<file path="src/rtl/ultrasonido_filtro.sv">
// Ultrasonic distance conditioner: edge-qualified sampling, range rejection,
// 4-sample moving average with zone classification and a sensor watchdog.
module ultrasonido_filtro #(
    parameter int unsigned MAX_DIST = 400,
    parameter int unsigned THR_NEAR = 20,
    parameter int unsigned THR_FAR  = 100,
    parameter int unsigned TIMEOUT  = 5000000
) (
    input  logic        clk,
    input  logic        reset,
    input  logic        done_in,
    input  logic [31:0] distance_in,
    output logic [15:0] dist_avg,
    output logic        avg_valid,
    output logic [1:0]  zone,
    output logic        sensor_fault,
    output logic [7:0]  reject_cnt
);

    localparam int unsigned      WD_W    = $clog2(TIMEOUT + 1);
    localparam logic [WD_W-1:0]  WD_MAX  = WD_W'(TIMEOUT);
    localparam logic [WD_W-1:0]  WD_LAST = WD_W'(TIMEOUT - 1);
    localparam logic [15:0]      MAX_W   = 16'(MAX_DIST);
    localparam logic [15:0]      NEAR_W  = 16'(THR_NEAR);
    localparam logic [15:0]      FAR_W   = 16'(THR_FAR);
    localparam logic [1:0]       ZONE_NEAR = 2'b00;
    localparam logic [1:0]       ZONE_MID  = 2'b01;
    localparam logic [1:0]       ZONE_FAR  = 2'b10;
    localparam logic [1:0]       ZONE_NONE = 2'b11;

    typedef enum logic {FILL = 1'b0, RUN = 1'b1} state_t;

    function automatic logic [15:0] sat16(input logic [31:0] d);
        if (|d[31:16]) begin
            return 16'hFFFF;
        end else begin
            return d[15:0];
        end
    endfunction

    function automatic logic [1:0] classify(input logic [15:0] avg);
        if (avg < NEAR_W) begin
            return ZONE_NEAR;
        end else if (avg >= FAR_W) begin
            return ZONE_FAR;
        end else begin
            return ZONE_MID;
        end
    endfunction

    state_t          state_r, state_nx;
    logic            armed_r, done_prev_r, pend_r, emit_r;
    logic [15:0]     sample_r;
    logic [15:0]     ring_r [0:3];
    logic [1:0]      ptr_r, fill_cnt_r;
    logic [17:0]     sum_r, sum_nx_s;
    logic [WD_W-1:0] wd_r;
    logic            edge_s, accept_s, reject_s, expire_s, emit_s;
    logic [15:0]     sat_s;

    // armed_r masks a done_in level that is already high when reset releases
    assign edge_s   = armed_r & done_in & ~done_prev_r;
    assign sat_s    = sat16(distance_in);
    assign accept_s = edge_s & (sat_s <= MAX_W);
    assign reject_s = edge_s & ~accept_s;
    assign expire_s = ~accept_s & (wd_r == WD_LAST);
    assign sum_nx_s = sum_r + {2'b00, sample_r} - {2'b00, ring_r[ptr_r]};
    assign emit_s   = pend_r & ~expire_s & ((state_r == RUN) | (fill_cnt_r == 2'd3));

    // Edge detection and capture of the qualified sample
    always_ff @(posedge clk or negedge reset) begin
        if (!reset) begin
            armed_r     <= 1'b0;
            done_prev_r <= 1'b0;
            pend_r      <= 1'b0;
            sample_r    <= 16'd0;
        end else begin
            armed_r     <= 1'b1;
            done_prev_r <= done_in;
            pend_r      <= accept_s;
            sample_r    <= sat_s;
        end
    end

    // FILL/RUN state register
    always_ff @(posedge clk or negedge reset) begin
        if (!reset) begin
            state_r <= FILL;
        end else begin
            state_r <= state_nx;
        end
    end

    // Next-state: the fourth accepted fill sample moves to RUN, timeout restarts fill
    always_comb begin
        state_nx = state_r;
        if (expire_s) begin
            state_nx = FILL;
        end else if (pend_r) begin
            case (state_r)
                FILL:    begin
                    if (fill_cnt_r == 2'd3) begin
                        state_nx = RUN;
                    end else begin
                        state_nx = FILL;
                    end
                end
                RUN:     state_nx = RUN;
                default: state_nx = FILL;
            endcase
        end else begin
            state_nx = state_r;
        end
    end

    // Ring buffer and running sum; cleared entries make fill use the same update
    always_ff @(posedge clk or negedge reset) begin
        if (!reset) begin
            for (int i = 0; i < 4; i++) ring_r[i] <= 16'd0;
            ptr_r      <= 2'd0;
            fill_cnt_r <= 2'd0;
            sum_r      <= 18'd0;
        end else if (expire_s) begin
            for (int i = 0; i < 4; i++) ring_r[i] <= 16'd0;
            ptr_r      <= 2'd0;
            fill_cnt_r <= 2'd0;
            sum_r      <= 18'd0;
        end else if (pend_r) begin
            ring_r[ptr_r] <= sample_r;
            ptr_r         <= ptr_r + 2'd1;
            sum_r         <= sum_nx_s;
            if (state_r == FILL) begin
                fill_cnt_r <= fill_cnt_r + 2'd1;
            end else begin
                fill_cnt_r <= fill_cnt_r;
            end
        end else begin
            ptr_r <= ptr_r;
        end
    end

    // Watchdog and reject counter, both saturating
    always_ff @(posedge clk or negedge reset) begin
        if (!reset) begin
            wd_r       <= '0;
            reject_cnt <= 8'd0;
        end else begin
            if (accept_s) begin
                wd_r <= '0;
            end else if (wd_r != WD_MAX) begin
                wd_r <= wd_r + WD_W'(1);
            end else begin
                wd_r <= wd_r;
            end
            if (reject_s && (reject_cnt != 8'hFF)) begin
                reject_cnt <= reject_cnt + 8'd1;
            end else begin
                reject_cnt <= reject_cnt;
            end
        end
    end

    // Registered outputs: average, strobe, zone and fault flag
    always_ff @(posedge clk or negedge reset) begin
        if (!reset) begin
            emit_r       <= 1'b0;
            avg_valid    <= 1'b0;
            dist_avg     <= 16'd0;
            zone         <= ZONE_NONE;
            sensor_fault <= 1'b0;
        end else begin
            emit_r    <= emit_s;
            avg_valid <= emit_r;
            if (emit_r) begin
                dist_avg <= sum_r[17:2];
                zone     <= classify(sum_r[17:2]);
            end else if (expire_s) begin
                zone <= ZONE_NONE;
            end else begin
                zone <= zone;
            end
            if (accept_s) begin
                sensor_fault <= 1'b0;
            end else if (expire_s) begin
                sensor_fault <= 1'b1;
            end else begin
                sensor_fault <= sensor_fault;
            end
        end
    end

endmodule

</file>
<file path="config.mk">
export PLATFORM = sky130hd
export DESIGN_NAME = ultrasonido_filtro
export DESIGN_NICKNAME = d
export VERILOG_FILES = /design/src/rtl/ultrasonido_filtro.sv
export SDC_FILE = /design/constraint.sdc
export NUM_CORES = 1
export LEC_CHECK = 0
export ABC_AREA = 1
export CORE_ASPECT_RATIO = 0.75
export CORE_MARGIN = 3
export CORE_UTILIZATION = 60
export CTS_BUF_LIST = sky130_fd_sc_hd__clkbuf_8
export DETAILED_ROUTE_END_ITERATION = 6
export HOLD_SLACK_MARGIN = 0.1
export PLACE_DENSITY_LB_ADDON = 0.1
export SLEW_MARGIN = 0
export SYNTH_ARGS = -nofsm -noshare
export SYNTH_HDL_FRONTEND = slang
export SYNTH_SLANG_ARGS = --single-unit
</file>
<file path="constraint.sdc">
create_clock -name clk -period 8.3 [get_ports clk]
set_input_delay 1.66 -clock clk [delete_from_list [all_inputs] [get_ports clk]]
set_output_delay 1.66 -clock clk [all_outputs]
set_load 0.01 [all_outputs]
</file>
==> results of run 1 <==
-- metrics by stage --
step / instances / worst slack, ns
detailed placement: 1303 / 3.92
global route: 1333 / 3.88
global placement: 1303 / 4.07
finish: 1333 / 4.17
CTS: 1333 / 4.25
floorplan: 1085 / 5.12
-- layer usage --
metal | wire length [um] | share of wire [%] | track usage (%)
met1 | 10100 | 51 | 39.4
met2 | 8620 | 43 | 38.4
met4 | 227 | 1.1 | 6.45
met5 | 0 | 0 | 0
met3 | 982 | 4.9 | 5.19
-- cell usage after synthesis (2+ instances only) --
library cell,count
nor2_2,3
nor2_1,219
nor3b_1,2
a21o_1,3
nor4_1,5
xnor2_1,8
a31oi_1,2
nand3b_1,6
xor2_1,29
fa_1,16
nor3_1,16
nand4_1,10
a21oi_1,86
buf_6,9
and2_1,3
buf_1,3
o22ai_1,16
dfrtp_1,156
dfstp_2,2
nand2_2,3
inv_1,132
nand2_1,145
ha_1,27
o21bai_1,4
nor4_2,2
or2_2,6
nand3_1,66
clkbuf_1,25
buf_2,4
o2111ai_1,2
o21ai_0,58
inv_2,2
-- worst min-delay path, delay by kind of cell (launching register included) --
| family | cells | cell delay (ns) |
|---|---|---|
| simple gates | 1 | 0.05 |
| flops | 1 | 0.35 |
| compound gates | 1 | 0.06 |
-- layout make-up --
type                            instances  share of cell area, %
Clock inverter                         11                   1.45
Timing Repair Buffer                   65                   6.55
Tap cell                              195                   2.48
Sequential cell                       158                   40.2
Multi-Input combinational cell        750                   41.5
Clock buffer                           19                   2.66
Inverter                              135                   5.15
-- where the power goes --
| part | internal (mW) | switching (mW) | total (mW) |
|---|---|---|---|
| Clock | 0.308 | 0.279 | 0.588 |
| Sequential | 0.781 | 0.0145 | 0.795 |
| Combinational | 0.0481 | 0.0447 | 0.0928 |
| Total | 1.14 | 0.339 | 1.48 |
-- cells by family (layout without fill, tap and decap cells) --
family / Yosys count / after routing / synth area share, %
compound gates: 176 / 176 / 10.8
xor+xnor: 37 / 37 / 3.70
fa+ha+maj: 43 / 43 / 7.51
buf+inv: 177 / 230 / 8.45
flops: 158 / 158 / 45.1
mux: 1 / 1 / 0.114
other cells: 1 / 1 / 0.0428
simple gates: 492 / 492 / 24.3
-- how the worst max path moves through the flow --
stage          slack [ns]  cells past startpoint            start         end
2_1_floorplan        5.12                     14  distance_in[23]  ring_r[19]
3_3_place_gp         4.07                     14  distance_in[19]  ring_r[48]
3_5_place_dp         3.92                     14  distance_in[19]  ring_r[56]
4_1_cts              4.25                     19         ptr_r[1]   sum_r[16]
5_1_grt              3.88                     19         ptr_r[1]   sum_r[16]
6_report             4.17                     19         ptr_r[1]   sum_r[16]
-- registers in the layout (all words and copies together) (netlist names), 2 cells and up --
name / flops
fill_cnt_r: 2
reject_cnt: 8
zone: 2
sample_r: 16
ring_r: 64
ptr_r: 2
wd_r: 23
dist_avg: 16
sum_r: 18
==> flow_summary_export.csv, run 1 <==
group,metric,value,unit
sta,finalSetupTns,0,ns
run_status,status,"finished, final reports clean",
hold_path,worstHoldEndpoint,"dist_avg[15]",
floorplan,die_h,111,um
routing,drc,0,
cts,cts_resized,0,
run,drv_cap,0,
sta,whs,0.486,ns
critical_path,rr_worst_depth,19,
critical_path,critPathKind,"reg -> reg",
cells_and_area,utilization,70.3,%
logic_synthesis,avgSynthCellArea,8.08,um^2
routing,drt_iter0_markers,577,
logic_synthesis,synth_edf_count,0,
cts,h-tree-depth,4,
critical_path,startpoint_type,"flip-flop",
pwr,vdd_drop_max,131,uV
critical_path,cp_top_family,"compound AO/OA/AOI/OAI gates",
grt,antenna_found_initial,0,
floorplan,placementRows,37,
floorplan,initial_core_util,62.7,%
placement,portBuffers,62,
critical_path,cp_num_buf_inv,3,
logic_synthesis,async_flop_share,100,%
critical_path,critical_path_required,8.64,ns
cts,cts.path.max_buffers,2,
routing,wl,19900,um
cells_and_area,drive_gt1_share,5.18,%
sta,setup_viol,0,
grt,grt_max_degree,89,
floorplan,die_w,146,um
sta,tightest_slew,1.15,ns
routing,vias_per_cell,5.33,
routing,dr.pass1.iters,5,
cells_and_area,nNetsFinal,1205,
cts,cts_setup_buffers,0,
logic_synthesis,synth_area,8770,um^2
critical_path,max_stage_delay,0.81,ns
pwr,powerDensity,150,nW/um^2
pwr,power,1.48,mW
critical_path,crit_top_cell,"nand2_1",
sta,slew_violations,0,
cells_and_area,final_common_cell,"nor2_1",
critical_path,endpoint_kind,"flip-flop",
cells_and_area,final_area,9830,um^2
sta,period_needed,4.13,ns
cells_and_area,fillers,1185,
sta,finalCritPeriodShare,49.8,%
sta,fin_skew,0.00822,ns
logic_synthesis,ys_seq_elements,158,
sta,clock.fmax,242,MHz
grt,grt_use_total,25.9,%
critical_path,cp.arrival,4.48,ns
hold_path,hp-class,"reg -> reg",
cells_and_area,most-common-layout-cells,"219 x nor2_1, 156 x dfrtp_1, 145 x nand2_1",
critical_path,cp_slowest_cell,"dfrtp_1",
cells_and_area,antenna_cells,0,
logic_synthesis,synth_top_area_share,44.5,%
critical_path,r2r-start,"ptr_r[1]",
logic_synthesis,synth_area_leaders,"dfrtp_1 45%, nor2_1 9.4%, nand2_1 6.2%, inv_1 5.7%, a21oi_1 4.9%",
sta,final-hold-violation-count,0,
logic_synthesis,yosysSeqAreaShare,45.1,%
cts,cts_tree,"built",
routing,vias,7103,
floorplan,io_pins,63,
placement,place_hpwl,14100,um
critical_path,path_max_fanout,20,
grt,grt_pass1_wl,34000,um
cells_and_area,multiInputGateArea,4080,um^2
sta,grt_setup_unrepaired,"false",
logic_synthesis,netlist_instances,1085,
cts,ctsHoldBuffers,0,
hold_path,hold_depth,2,
logic_synthesis,synth_area_leader_cell,"dfrtp_1",
floorplan,die_area,16100,um^2
placement,gp_congestion,0.891,
cts,numCtsBuffers,17,
sta,max_slew_margin,22.9,%
cells_and_area,ff_latch_area,3960,um^2
grt,grt_overflow,0,
hold_path,min_from,"dist_avg[15]",
pwr,power_leakage,4.69,nW
routing,detail-route-antenna-nets,0,
routing,wl_per_cell,14.9,um
cells_and_area,area_delta_synth_final,12.2,%
cts,cts_sinks,158,
cts,root_buffer,"clkbuf_8",
logic_synthesis,syn_nets,1163,
logic_synthesis,yosysWarnings,0,
critical_path,regToRegSetupSlack,4.17,ns
logic_synthesis,yosysUniqueCellTypes,47,
critical_path,r2r_end,"sum_r[16]",
grt,grt_pass1_vias,6768,
cts,clock_latency,0.46,ns
logic_synthesis,synth_top_flop_cell,"dfrtp_1",
cts,cts.reportedPaths.clkPinSlew,0.08,ns
floorplan,core,14000,um^2
placement,placed_area,9430,um^2
critical_path,path_cells,"inv_1, o21ai_0, o22ai_1, fa_1, inv_1, ha_1, nand2_1, nand2_1, a21oi_1, o21ai_0, nand2_1, nand2_1, nand3_1, nand2_1, nand2_1, nand2_1, inv_1, nand3_1, nand2_1",
Note: power is estimated with default switching activity, not from simulation.
==> run 2, diff against run 1 <==
CORE_UTILIZATION = 55   (was 60)
clock period = 3.4 ns   (was 8.3 ns; I/O delays follow)
==> run 2 against run 1 <==
  * Sequential share of layout area fell by 0.47 points
  * Utilization fell by 5.8 points
  * Clock skew rose by 0.0049 ns
  * Die area rose by 8.6%
  * Clock power rose by 130%
  * Register-to-register slack got worse by 3.9 ns
  * Via count rose by 0.65%
  * Critical path depth did not move
  * Final cell count rose by 1.8%
  * Wire length rose by 2.5%
==> flow_summary_export.csv, run 2 (synthesis gave the netlist of run 1 again) <==
group,metric,value,unit
sta,tightest_slew,1.14,ns
grt,grt_use_met2,36.6,%
cells_and_area,area_delta_synth_final,13.5,%
cts,cts_sinks,158,
floorplan,die_w,152,um
routing,drc,0,
placement,portBuffers,62,
grt,gr-usage-met3,5.40,%
grt,grt_use_total,24.7,%
critical_path,startpoint_type,"flip-flop",
cts,cts.reportedPaths.clkPinSlew,0.09,ns
grt,grt_pass1_wl,34300,um
sta,fin_skew,0.0132,ns
run_status,status,"finished, final reports clean",
run,drv_cap,0,
sta,setup_viol,0,
grt,grt_use_met1,37.9,%
routing,wl_per_cell,15.0,um
placement,gp_congestion,0.895,
cells_and_area,antenna_cells,0,
floorplan,placementRows,39,
sta,period_needed,3.13,ns
sta,final-hold-violation-count,0,
critical_path,cp.arrival,3.48,ns
cts,h-tree-depth,4,
floorplan,core,15400,um^2
grt,antenna_found_initial,0,
pwr,power_leakage,4.74,nW
critical_path,crit_top_cell,"nand2_1",
pwr,powerDensity,355,nW/um^2
sta,finalSetupTns,0,ns
cts,root_buffer,"clkbuf_8",
cells_and_area,final_common_cell,"nor2_1",
placement,place_hpwl,14600,um
sta,finalCritPeriodShare,92.2,%
critical_path,cp-startpoint,"ptr_r[0]",
routing,drt_iter0_markers,522,
critical_path,r2r-start,"ptr_r[0]",
grt,grt_pass1_vias,6789,
cells_and_area,most-common-layout-cells,"218 x nor2_1, 156 x dfrtp_1, 145 x nand2_1",
critical_path,path_cells,"inv_1, buf_4, o21ai_0, o22ai_1, fa_1, inv_1, fa_1, nand2_1, nand2_1, a21oi_1, o21ai_1, nand2_1, nand2_1, nand3_1, nand3b_1, nand2_1, inv_1, nand3_1, nand2_1",
cells_and_area,drive_gt1_share,6.60,%
floorplan,die_area,17500,um^2
hold_path,hp-class,"in -> async",
routing,vias_per_cell,5.27,
critical_path,max_stage_delay,0.50,ns
critical_path,cp_slowest_cell,"fa_1",
floorplan,die_h,115,um
critical_path,path_max_fanout,9,
floorplan,initial_core_util,56.8,%
routing,dr.pass1.iters,6,
grt,grt_max_degree,80,
cells_and_area,largestRegisters,"ring_r: 64 flops, wd_r: 23 flops, sum_r: 18 flops",
critical_path,critPathKind,"reg -> reg",
sta,slew_violations,0,
sta,clock.fmax,319,MHz
pwr,vdd_drop_max,302,uV
cells_and_area,utilization,64.5,%
critical_path,critical_path_required,3.75,ns
cells_and_area,nNetsFinal,1217,
cts,clock_latency,0.46,ns
sta,grt_setup_unrepaired,"false",
routing,vias,7149,
floorplan,io_pins,63,
critical_path,cp_top_family,"adder cells",
cells_and_area,largest_reg_flops,64,
cts,numCtsBuffers,17,
cells_and_area,largest-register,"ring_r",
grt,busiest_layer,"met1",
routing,wl,20400,um
grt,grt_overflow,0,
critical_path,cp_num_buf_inv,4,
cts,cts_tree,"built",
routing,detail-route-antenna-nets,0,
sta,whs,0.258,ns
cts,cts.path.max_buffers,2,
sta,max_slew_margin,23.9,%
critical_path,endpoint_kind,"flip-flop",
-- run 2: cell count changes in the layout (fill, tap and decap cells not counted), sizes merged --
cell,delta
clkbuf,-2
buf,+12
inv,+7
clkinv,-2
clkinvlp,+1
bufinv,-2
-- run 2: final timing paths --
check	endpoint	slack (ns)	cells past startpoint
setup / recovery	sum_r[16]	0.27	19
hold / removal	ring_r[11]	0.26	1
setup reg to reg	sum_r[16]	0.27	19
hold reg to reg	avg_valid	0.48	0
max in group asynchronous	wd_r[19]	2.31	2
min in group clk	avg_valid	0.48	0
-- run 2: area by class of cell --
cell class	instances	area [um^2]
flip-flops and latches	158	3960
multi-input cells	750	4090
repair buffers	77	763
fillers	1340	5470
clock inverters	15	138
inverters	135	507
well taps	205	256
clock buffers	17	234
-- run 2: per-layer routing --
| layer | part of all wire (%) | up-vias | routed length, um |
|---|---|---|---|
| met3 | 5.6 | 26 | 1140 |
| met4 | 1.1 | 0 | 222 |
| met5 | 0 | - | 0 |
| li1 | - | 3576 | - |
| met1 | 50 | 3364 | 10300 |
| met2 | 43 | 183 | 8730 |
-- run 2: worst register-to-register path, delay by kind of cell, from the launching register on --
family	cells	cell delay, ns
AO/OA/AOI/OAI	4	0.60
adder cells (fa/ha/maj)	2	0.96
buffers and inverters	4	0.33
flip-flops	1	0.38
AND/OR/NAND/NOR	9	0.76
-- run 2: power by group --
group          switching, mW  internal (mW)  total (mW)
Combinational          0.110          0.121       0.231
Clock                  0.766          0.591        1.36
Sequential            0.0376           1.91        1.94
-- run 2: per-stage QoR --
stage          worst slack [ns]  area, um^2  instances  power [mW]
4_1_cts                   0.216        9920       1356        3.56
5_1_grt                  0.0250        9950       1357        3.68
6_report                  0.267        9950       1357        3.53
3_5_place_dp              0.177        9550       1324        2.21
3_3_place_gp              0.279        9550       1324        2.21
2_1_floorplan             0.374        8770       1085        2.06
-- run 2: repair_timing --
action,in CTS,in global routing
setup endpoints to repair,0,4
hold buffers,0,0
gates resized for setup,0,7
setup buffers,0,1
